$ cat src/rtl/oric_pkg.sv
// Shared definitions for the Oric RAM power-up sequencer: state encoding
// and the stripe pattern the real machine's DRAM shows after power-on.
package oric_pkg;

  typedef enum logic {
    CLEAR = 1'b0,
    RUN   = 1'b1
  } state_t;

  // Stripe pattern: 128 bytes of FF followed by 128 bytes of 00, repeating.
  localparam logic [7:0] STRIPE_HI  = 8'hFF;
  localparam logic [7:0] STRIPE_LO  = 8'h00;
  localparam int         STRIPE_BIT = 7;

  function automatic logic [7:0] fill_byte(input int          mode,
                                           input logic [7:0]  value,
                                           input logic [31:0] cnt);
    if (mode == 0) begin
      return value;
    end
    return (((cnt >> STRIPE_BIT) & 32'd1) == 32'd0) ? STRIPE_HI : STRIPE_LO;
  endfunction

endpackage

$ cat src/rtl/ram_init_sequencer.sv
// Clears the whole RAM after reset, holding the CPU in reset meanwhile,
// then hands dpram port 1 to the CPU through a one-cycle register stage.
module ram_init_sequencer
  import oric_pkg::*;
#(
  parameter int         AW         = 16,
  parameter int         FILL_MODE  = 0,
  parameter logic [7:0] FILL_VALUE = 8'hFF
) (
  input  logic          clk_48,
  input  logic          reset,
  input  logic [AW-1:0] cpu_a,
  input  logic [7:0]    cpu_d,
  input  logic          cpu_cs,
  input  logic          cpu_we,
  output logic [7:0]    cpu_q,
  output logic [AW-1:0] mem_a,
  output logic [7:0]    mem_di,
  output logic          mem_ce,
  output logic          mem_we,
  input  logic [7:0]    mem_q,
  output logic          init_done,
  output logic          cpu_reset
);

  localparam logic [AW:0] CNT_ONE = (AW+1)'(1);

  state_t      state;
  // One extra bit so the pass ends on the MSB instead of wrapping back to 0.
  logic [AW:0] clr_cnt;

  always_ff @(posedge clk_48) begin
    if (reset) begin
      state     <= CLEAR;
      clr_cnt   <= '0;
      init_done <= 1'b0;
      cpu_reset <= 1'b1;
      mem_ce    <= 1'b0;
      mem_we    <= 1'b0;
      mem_a     <= '0;
      mem_di    <= '0;
    end else begin
      case (state)
        CLEAR: begin
          if (clr_cnt[AW]) begin
            state     <= RUN;
            init_done <= 1'b1;
            cpu_reset <= 1'b0;
            mem_ce    <= 1'b0;
            mem_we    <= 1'b0;
          end else begin
            mem_ce  <= 1'b1;
            mem_we  <= 1'b1;
            mem_a   <= clr_cnt[AW-1:0];
            mem_di  <= fill_byte(FILL_MODE, FILL_VALUE, 32'(clr_cnt));
            clr_cnt <= clr_cnt + CNT_ONE;
          end
        end
        RUN: begin
          mem_a  <= cpu_a;
          mem_di <= cpu_d;
          mem_ce <= cpu_cs;
          mem_we <= cpu_cs & cpu_we;
        end
        default: state <= CLEAR;
      endcase
    end
  end

  assign cpu_q = mem_q;

endmodule

$ cat config.mk
export PLATFORM = sky130hd
export DESIGN_NAME = ram_init_sequencer
export DESIGN_NICKNAME = d
export VERILOG_FILES = /design/src/rtl/oric_pkg.sv /design/src/rtl/ram_init_sequencer.sv
export SDC_FILE = /design/constraint.sdc
export NUM_CORES = 1
export LEC_CHECK = 0
export ABC_AREA = 1
export ABC_CLOCK_PERIOD_IN_PS = 1550
export CORE_AREA = 8 8 89 91
export DETAILED_ROUTE_END_ITERATION = 6
export DIE_AREA = 0 0 97 99
export GPL_ROUTABILITY_DRIVEN = 1
export RECOVER_POWER = 50
export SYNTH_ARGS = -nofsm -noshare
export SYNTH_HDL_FRONTEND = slang
export SYNTH_SLANG_ARGS = --single-unit
$ cat constraint.sdc
create_clock -name clk_48 -period 1.55 [get_ports clk_48]
set_clock_uncertainty 0.2 [all_clocks]
set_input_delay 0.31 -clock clk_48 [delete_from_list [all_inputs] [get_ports clk_48]]
set_output_delay 0.31 -clock clk_48 [all_outputs]
set_load 0.05 [all_outputs]
==> key figures, run 1 <==
Status
  • Outcome: complete, no violations

Synthesis
  • Yosys reg bits: between 40 and 50
  • Post-synth top cells: nand2_1, dfxtp_1, inv_1, nor2_1, nand3_1
  • Ys flop type: dfxtp_1
  • Post-Syn Instances: roughly 300
  • Dominant cell type by area after synthesis: dfxtp_1
  • Synth top area share: 42.2%
  • Synth Area in Compound Gates: under 10%
  • Post-synth EDFFs: 0
  • Post-synthesis mux area share: 0%
  • Ys async rst share: 0%
  • Simple-gate area share of the yosys netlist: between 30 and 40%
  • Largest family of logic cells by synthesized area: simple AND/OR/NAND/NOR gates
  • Ys Warns: 0
  • Yosys cell types: 31
  • Post-synthesis sequential area ratio: between 40 and 50%
  • Cell with the most instances after synthesis: nand2_1
  • Syn_area_per_cell: between 7 and 8 µm²
  • Synth area leaders: dfxtp_1, nand2_1, inv_1, nor2_1, o221a_2
  • Adder-cell area share of the yosys netlist: 0.573%
  • Mapped Nets: around 330
  • Mapped Area: about 2200 µm²
  • Post-Synth XOR/XNOR Area: 0%

Drt
  • DR vias: roughly 2000
  • Final ANT Viol Nets: 0
  • Initial DRC count: between 60 and 70
  • DR vias/cell: around 4.6
  • DR pass1 iterations: 6
  • Total wire length: 5.70 mm
  • WL/cell: about 13 µm
  • Remaining routing DRC violations: 0

Die
  • Die area: just under 10000 µm²
  • Cell Rows: 30
  • Die Height: about 99 µm
  • IO Pins: ~70
  • Initial Util: 33.3%
  • Die Width: 97 µm
  • Core Area: between 6000 and 7000 µm²

Timing
  • Final WS setup: about 0.033 ns
  • Max-slew headroom: between 80% and 90%
  • Fin Setup TNS: 0 ns
  • Slew Limit Fails: 0
  • Final setup fails: 0
  • Worst hold margin: ~0.29 ns
  • Measured slew at the worst slew-check pin: 0.290 ns
  • Max Fclk: 659 MHz
  • Final min period: about 1.5 ns
  • Hold Vio Cnt, Final: 0
  • RSZ-0062 raised after global routing: true
  • Final Cycle Share: between 90 and 100%

Placed design
  • DP HPWL: roughly 4.3 mm
  • Placed cell areas: between 3000 and 4000 µm²
  • Gp weighted congestion: around 0.85
  • Pre-CTS worst setup slack: -0.0277 ns
  • # port buffers: 55
  • Cells after DPL: roughly 430

Power
  • Sequential Power Share: between 50 and 60%
  • P per Cell Area: approximately 700 nW/µm²
  • Worst vdd ir: approximately 0.43 mV
  • Fraction of power consumed by combinational cells: 12.4%
  • Net Sw Power: about 0.00055 W
  • Sw Share: 24.1%
  • Clk network pwr share: 33.3%
  • Int Power: 0.00173 W
  • Leakage: between 1 and 1.5 nW

Layout
  • Fin nets: slightly below 400
  • Design Area, Final: around 3300 µm²
  • Number of fill cells: 622
  • Inserted Diodes: 0
  • Post-route insts no fill: 440
  • Area grow syn2layout: 49.7%
  • Layout cell share with drive strength beyond 1: 23.9%

Clocking
  • Clk_lat worst skew: approximately 0.30 ns
  • Clock Pin Slew Worst Setup and Hold Paths: approximately 0.08 ns
  • Clock Sink Count: between 40 and 50
  • CTS tree: built
  • Clock buffer depth: 2
  • CTS HTree Levels: 2
  • CTS Buf Count: 5
  • Root buf cell: clkbuf_8
  • CTS hold repair buffers: 0

GRT
  • Gr usage total: a little under an eighth
  • Grt total ovfl: 0
  • Vias in the first global route: 1987
  • Pin count of the biggest net entering global routing: 28
  • Antenna violations before repair: 0
  • First-pass GRT wire length: ~9.4 mm

Worst setup path
  • Crit path DAT: 1.52 ns
  • Slowest CP cell: dfxtp_4
  • Crit path max-delay family: flip-flops
  • Critical-path cell list: ha_1 > nand2_1 > inv_2 > nand2_2 > nor2_4 > buf_4 > o21a_1
  • CP Launch Type: flip-flop
  • CP max stage delay: between 0.3 and 0.4 ns
  • Crit Path Category: flip-flop to flip-flop
  • Worst path bufs/invs: 2
  • Crit end category: flip-flop
  • Crit path max fanout: 4
  • Worst EP required: ~1.6 ns

Flow run
  • MaxCap Viol Count: 0

Hold path
  • Hold Crit Class: flip-flop to flip-flop
-- cell families after synthesis --
logic type	Yosys count
DFF	46
adders and majority gates	1
AOI/OAI and AO/OA	31
buffers and inverters	60
and+or+nand+nor	159
-- power by group through the flow --
| stage | sequential (W) | clock, W | combinational, W |
|---|---|---|---|
| after floorplan | 0.00131 | 0 | 0.000111 |
| after global placement | 0.00126 | 0 | 0.000282 |
| after detailed placement | 0.00126 | 0 | 0.000285 |
| after CTS | 0.00123 | 0.000796 | 0.000286 |
| after global routing | 0.00124 | 0.000843 | 0.000299 |
| final | 0.00123 | 0.000759 | 0.000283 |
-- worst paths after layout --
kind                            startpoint  cells past startpoint          to  slack [ns]
worst max register to register  clr_cnt[1]                      7  clr_cnt[6]        0.03
worst min register to register   cpu_reset                      2   cpu_reset        0.29
worst min-delay path             cpu_reset                      2   cpu_reset        0.29
worst max-delay path            clr_cnt[1]                      7  clr_cnt[6]        0.03
-- routing by layer --
| layer | wire [µm] | vias to the layer above | track usage [%] |
|---|---|---|---|
| met5 | 0 | - | 0 |
| met4 | 108 | 0 | 5.56 |
| met3 | 317 | 9 | 4.20 |
| met2 | 2620 | 50 | 19.4 |
| met1 | 2650 | 916 | 13.4 |
| li1 | - | 1049 | - |
-- flip-flops by register name, summed over array words and instances (netlist names) --
register	count
clr_cnt	17
mem_a	16
mem_di	8
cpu_reset	1
init_done	1
mem_ce	1
mem_we	1
state	1
-- cell type report --
type                            instances  area (µm²)  share of cell area [%]
Multi-Input combinational cell        191        1000                    30.6
Timing Repair Buffer                   72         987                    30.2
Sequential cell                        46         928                    28.4
Inverter                               43         164                    5.01
Tap cell                               80         100                    3.06
Clock buffer                            7        86.3                    2.64
Clock inverter                          1        5.00                   0.153
-- worst min-delay path, stage by stage, from the launching register on --
cell	delay (ns)
dfxtp_1	0.34
nand2_1	0.07
nand2_1	0.04
-- placed cells by master (no fill, tap or decap), types with 4 or more instances in the layout --
cell type | synthesis | final
inv_1 | 39 | 39
nand3_1 | 17 | 17
a21oi_1 | 7 | 7
nand4_1 | 6 | 6
buf_12 | 1 | 30
o21ai_0 | 11 | 11
o221a_2 | 8 | 8
buf_4 | 9 | 14
nand2_1 | 80 | 79
clkbuf_8 | 0 | 6
clkdlybuf4s50_1 | 0 | 27
nor2_1 | 36 | 34
dfxtp_1 | 46 | 42
nand2_2 | 3 | 4
nor2_4 | 2 | 6
-- repair_timing --
action / CTS / global route
pin swaps: 0 / 3
endpoints found under the setup margin: 1 / 7
setup buffers: 0 / 3
gates cloned: 0 / 0
resized for setup: 3 / 12
-- stage by stage --
| step | util [%] | total power [W] |
|---|---|---|
| 2_1_floorplan | - | 0.00142 |
| 3_3_place_gp | 47.4 | 0.00154 |
| 3_5_place_dp | 47.4 | 0.00155 |
| 4_1_cts | 48.9 | 0.00232 |
| 5_1_grt | 49.8 | 0.00238 |
| 6_report | 49.8 | 0.00228 |
(Power assumes the default switching activity.)
==> run 2, diff against run 1 <==
MAX_ROUTING_LAYER = met4   (was default)
==> run 2 against run 1 <==
Effect of this change:
- critical path depth fell by 1
- routed wire length decreased by 2.6%
- power is 2.7% higher
- first-iteration DRC count grew 46%
- critical path type unchanged
- non-clock buffer count down 2
- register-to-register slack improved by 0.07 ns
- die area did not move
- clock-buffer cell count stayed put
- combinational power fell by 17%
- sequential power barely moved
- hold slack got worse by 0.038 ns
==> key figures, run 2 (same netlist as run 1, synthesis figures left out) <==
Placed design
  • Cells after DPL: 429 (unchanged)
  • DP HPWL: 4.29 mm (was 4.35 mm)
  • Gp weighted congestion: 0.912 (was 0.851)
  • # port buffers: 55 (unchanged)

Drt
  • DR pass1 iterations: 4 (was 6)
  • Remaining routing DRC violations: 0 (unchanged)
  • WL/cell: 12.7 µm (was 12.9 µm)
  • Initial DRC count: 98 (was 67)
  • DR vias: 1960 (was 2024)
  • Final ANT Viol Nets: 0 (unchanged)
  • DR vias/cell: 4.47 (was 4.60)
  • Total wire length: 5.55 mm (was 5.70 mm)

GRT
  • Most Crowded Layer GR: met2 (unchanged)
  • Grt total ovfl: 0 (unchanged)
  • Vias in the first global route: 1928 (was 1987)
  • Met2 Use GR: 18.5% (was 19.4%)
  • First-pass GRT wire length: 9.33 mm (was 9.43 mm)
  • Gr usage total: 11.8% (about the same)
  • Global routing met1 resource utilization: 14.0% (was 13.4%)
  • Pin count of the biggest net entering global routing: 28 (unchanged)
  • M3 GR Usage: 3.57% (was 4.20%)
  • Antenna violations before repair: 0 (unchanged)

Worst setup path
  • Crit Path Category: flip-flop to flip-flop (unchanged)
  • Worst R2R Setup Slack: 0.1 ns (was 0.03 ns)
  • Critical Path Start: state (was clr_cnt[1])
  • Crit path max fanout: 11 (was 4)
  • Reg2reg end: clr_cnt[2] (was clr_cnt[6])
  • Worst reg-to-reg path cell count: 6 (was 7)
  • Crit path DAT: 1.46 ns (was 1.52 ns)
  • Worst EP required: 1.56 ns (was 1.55 ns)
  • Reg-to-Reg Start: state (was clr_cnt[1])
  • CP Launch Type: flip-flop (unchanged)
  • Setup crit end: clr_cnt[2] (was clr_cnt[6])
  • Crit end category: flip-flop (unchanged)

Status
  • Outcome: complete, no violations (unchanged)

Timing
  • Max Fclk: 689 MHz (was 659 MHz)
  • Max-slew headroom: 80.2% (was 80.6%)
  • Final setup fails: 0 (unchanged)
  • Slew Limit Fails: 0 (unchanged)
  • RSZ-0062 raised after global routing: false (was true)
  • Measured slew at the worst slew-check pin: 0.298 ns (was 0.290 ns)
  • Hold Vio Cnt, Final: 0 (unchanged)
  • Fin Setup TNS: 0 ns (unchanged)
  • Final min period: 1.45 ns (was 1.52 ns)
  • Final Cycle Share: 93.7% (was 97.9%)

Layout
  • Fin nets: 394 (was 396)
  • Max FFs per register: 17 (unchanged)
  • Most frequent cells in the layout: nand2_1, dfxtp_1, inv_1, nor2_1, clkdlybuf4s50_1 (was nand2_1, dfxtp_1, inv_1, nor2_1, buf_12)
  • Area grow syn2layout: 36.7% (was 49.7%)
  • Layout cell share with drive strength beyond 1: 24.3% (was 23.9%)
  • Post-route insts no fill: 438 (was 440)
  • Most flops, register: clr_cnt (unchanged)
  • Top Registers: clr_cnt: 17 flops, mem_a: 16 flops, mem_di: 8 flops (unchanged)
  • Commonest non-fill, non-tap cell in the layout: nand2_1 (unchanged)
  • Layout Utilization: 45.4% (was 49.8%)
  • Inserted Diodes: 0 (unchanged)

Clocking
  • Clock Pin Slew Worst Setup and Hold Paths: 0.08 ns (about the same)
  • CTS HTree Levels: 2 (unchanged)
  • Root buf cell: clkbuf_8 (unchanged)
  • CTS hold repair buffers: 0 (unchanged)
  • Clock Sink Count: 46 (unchanged)
  • Clock buffer depth: 2 (unchanged)
  • Clk_lat worst skew: 0.30 ns (about the same)
  • CTS Buf Count: 5 (unchanged)
  • CTS tree: built (unchanged)

Die
  • Cell Rows: 30 (unchanged)
  • Die area: 9600 µm² (unchanged)
  • Die Width: 97 µm (unchanged)
  • IO Pins: 72 (unchanged)
  • Core Area: 6570 µm² (unchanged)
  • Die Height: 99 µm (unchanged)
  • Initial Util: 33.3% (unchanged)

Power
  • P per Cell Area: 783 nW/µm² (was 696 nW/µm²)
  • Leakage: 1.35 nW (was 1.45 nW)
  • Worst vdd ir: 0.480 mV (was 0.429 mV)

Flow run
  • MaxCap Viol Count: 0 (unchanged)

Hold path
  • Hold Crit Class: flip-flop to flip-flop (unchanged)
-- run 2: per-layer routing --
| layer | part of all wire (%) | wire [µm] |
|---|---|---|
| met4 | 1.3 | 71 |
| met1 | 51 | 2810 |
| met5 | 0 | 0 |
| met3 | 3.9 | 214 |
| met2 | 44 | 2460 |
-- run 2: metrics by stage --
step | setup slack (ns) | area, µm² | hold WS [ns] | power, W
6_report | 0.0982 | 2990 | 0.250 | 0.00234
5_1_grt | 0.00477 | 2990 | 0.291 | 0.00243
4_1_cts | 0.00619 | 3220 | 0.296 | 0.00242
3_5_place_dp | 0.00450 | 3110 | 0.284 | 0.00154
3_3_place_gp | 0.00489 | 3110 | 0.278 | 0.00154
2_1_floorplan | 0.179 | 2180 | 0.245 | 0.00142
-- run 2: repair_timing --
item | in CTS | in global routing
setup buffers | 0 | 1
gates resized for setup | 1 | 16
setup endpoints to repair | 1 | 7
pin swaps | 0 | 3
-- run 2: worst max-delay path: stages (launching register included) --
cell and delay, ns:
dfxtp_1 0.35, buf_12 0.16, nor2_8 0.18, buf_4 0.14
buf_4 0.12, a21oi_1 0.06, a211oi_1 0.15
-- run 2: how the worst min path moves through the flow --
stage | start | to | slack (ns) | depth (start not counted)
after global placement | cpu_reset | cpu_reset | 0.28 | 2
after floorplan | cpu_we | mem_we | 0.24 | 2
final | cpu_reset | cpu_reset | 0.25 | 2
after global routing | cpu_reset | cpu_reset | 0.29 | 2
after CTS | cpu_reset | cpu_reset | 0.30 | 2
after detailed placement | cpu_reset | cpu_reset | 0.28 | 2
-- run 2: layout make-up --
cell class	instances	area [µm²]
inverter	43	164
sequential	46	927
multi-input combinational	191	1010
timing repair buffer	70	681
tap	80	100
fill	643	3580
clock buffer	7	76.3
clock inverter	1	30.0
-- run 2: power by group --
group | leakage, nW | switching [W] | internal [W]
Combinational | 0.925 | 0.000122 | 0.000114
Sequential | 0.377 | 0.0000189 | 0.00121
Clock | 0.0524 | 0.000393 | 0.000483
Total | 1.35 | 0.000534 | 0.00180
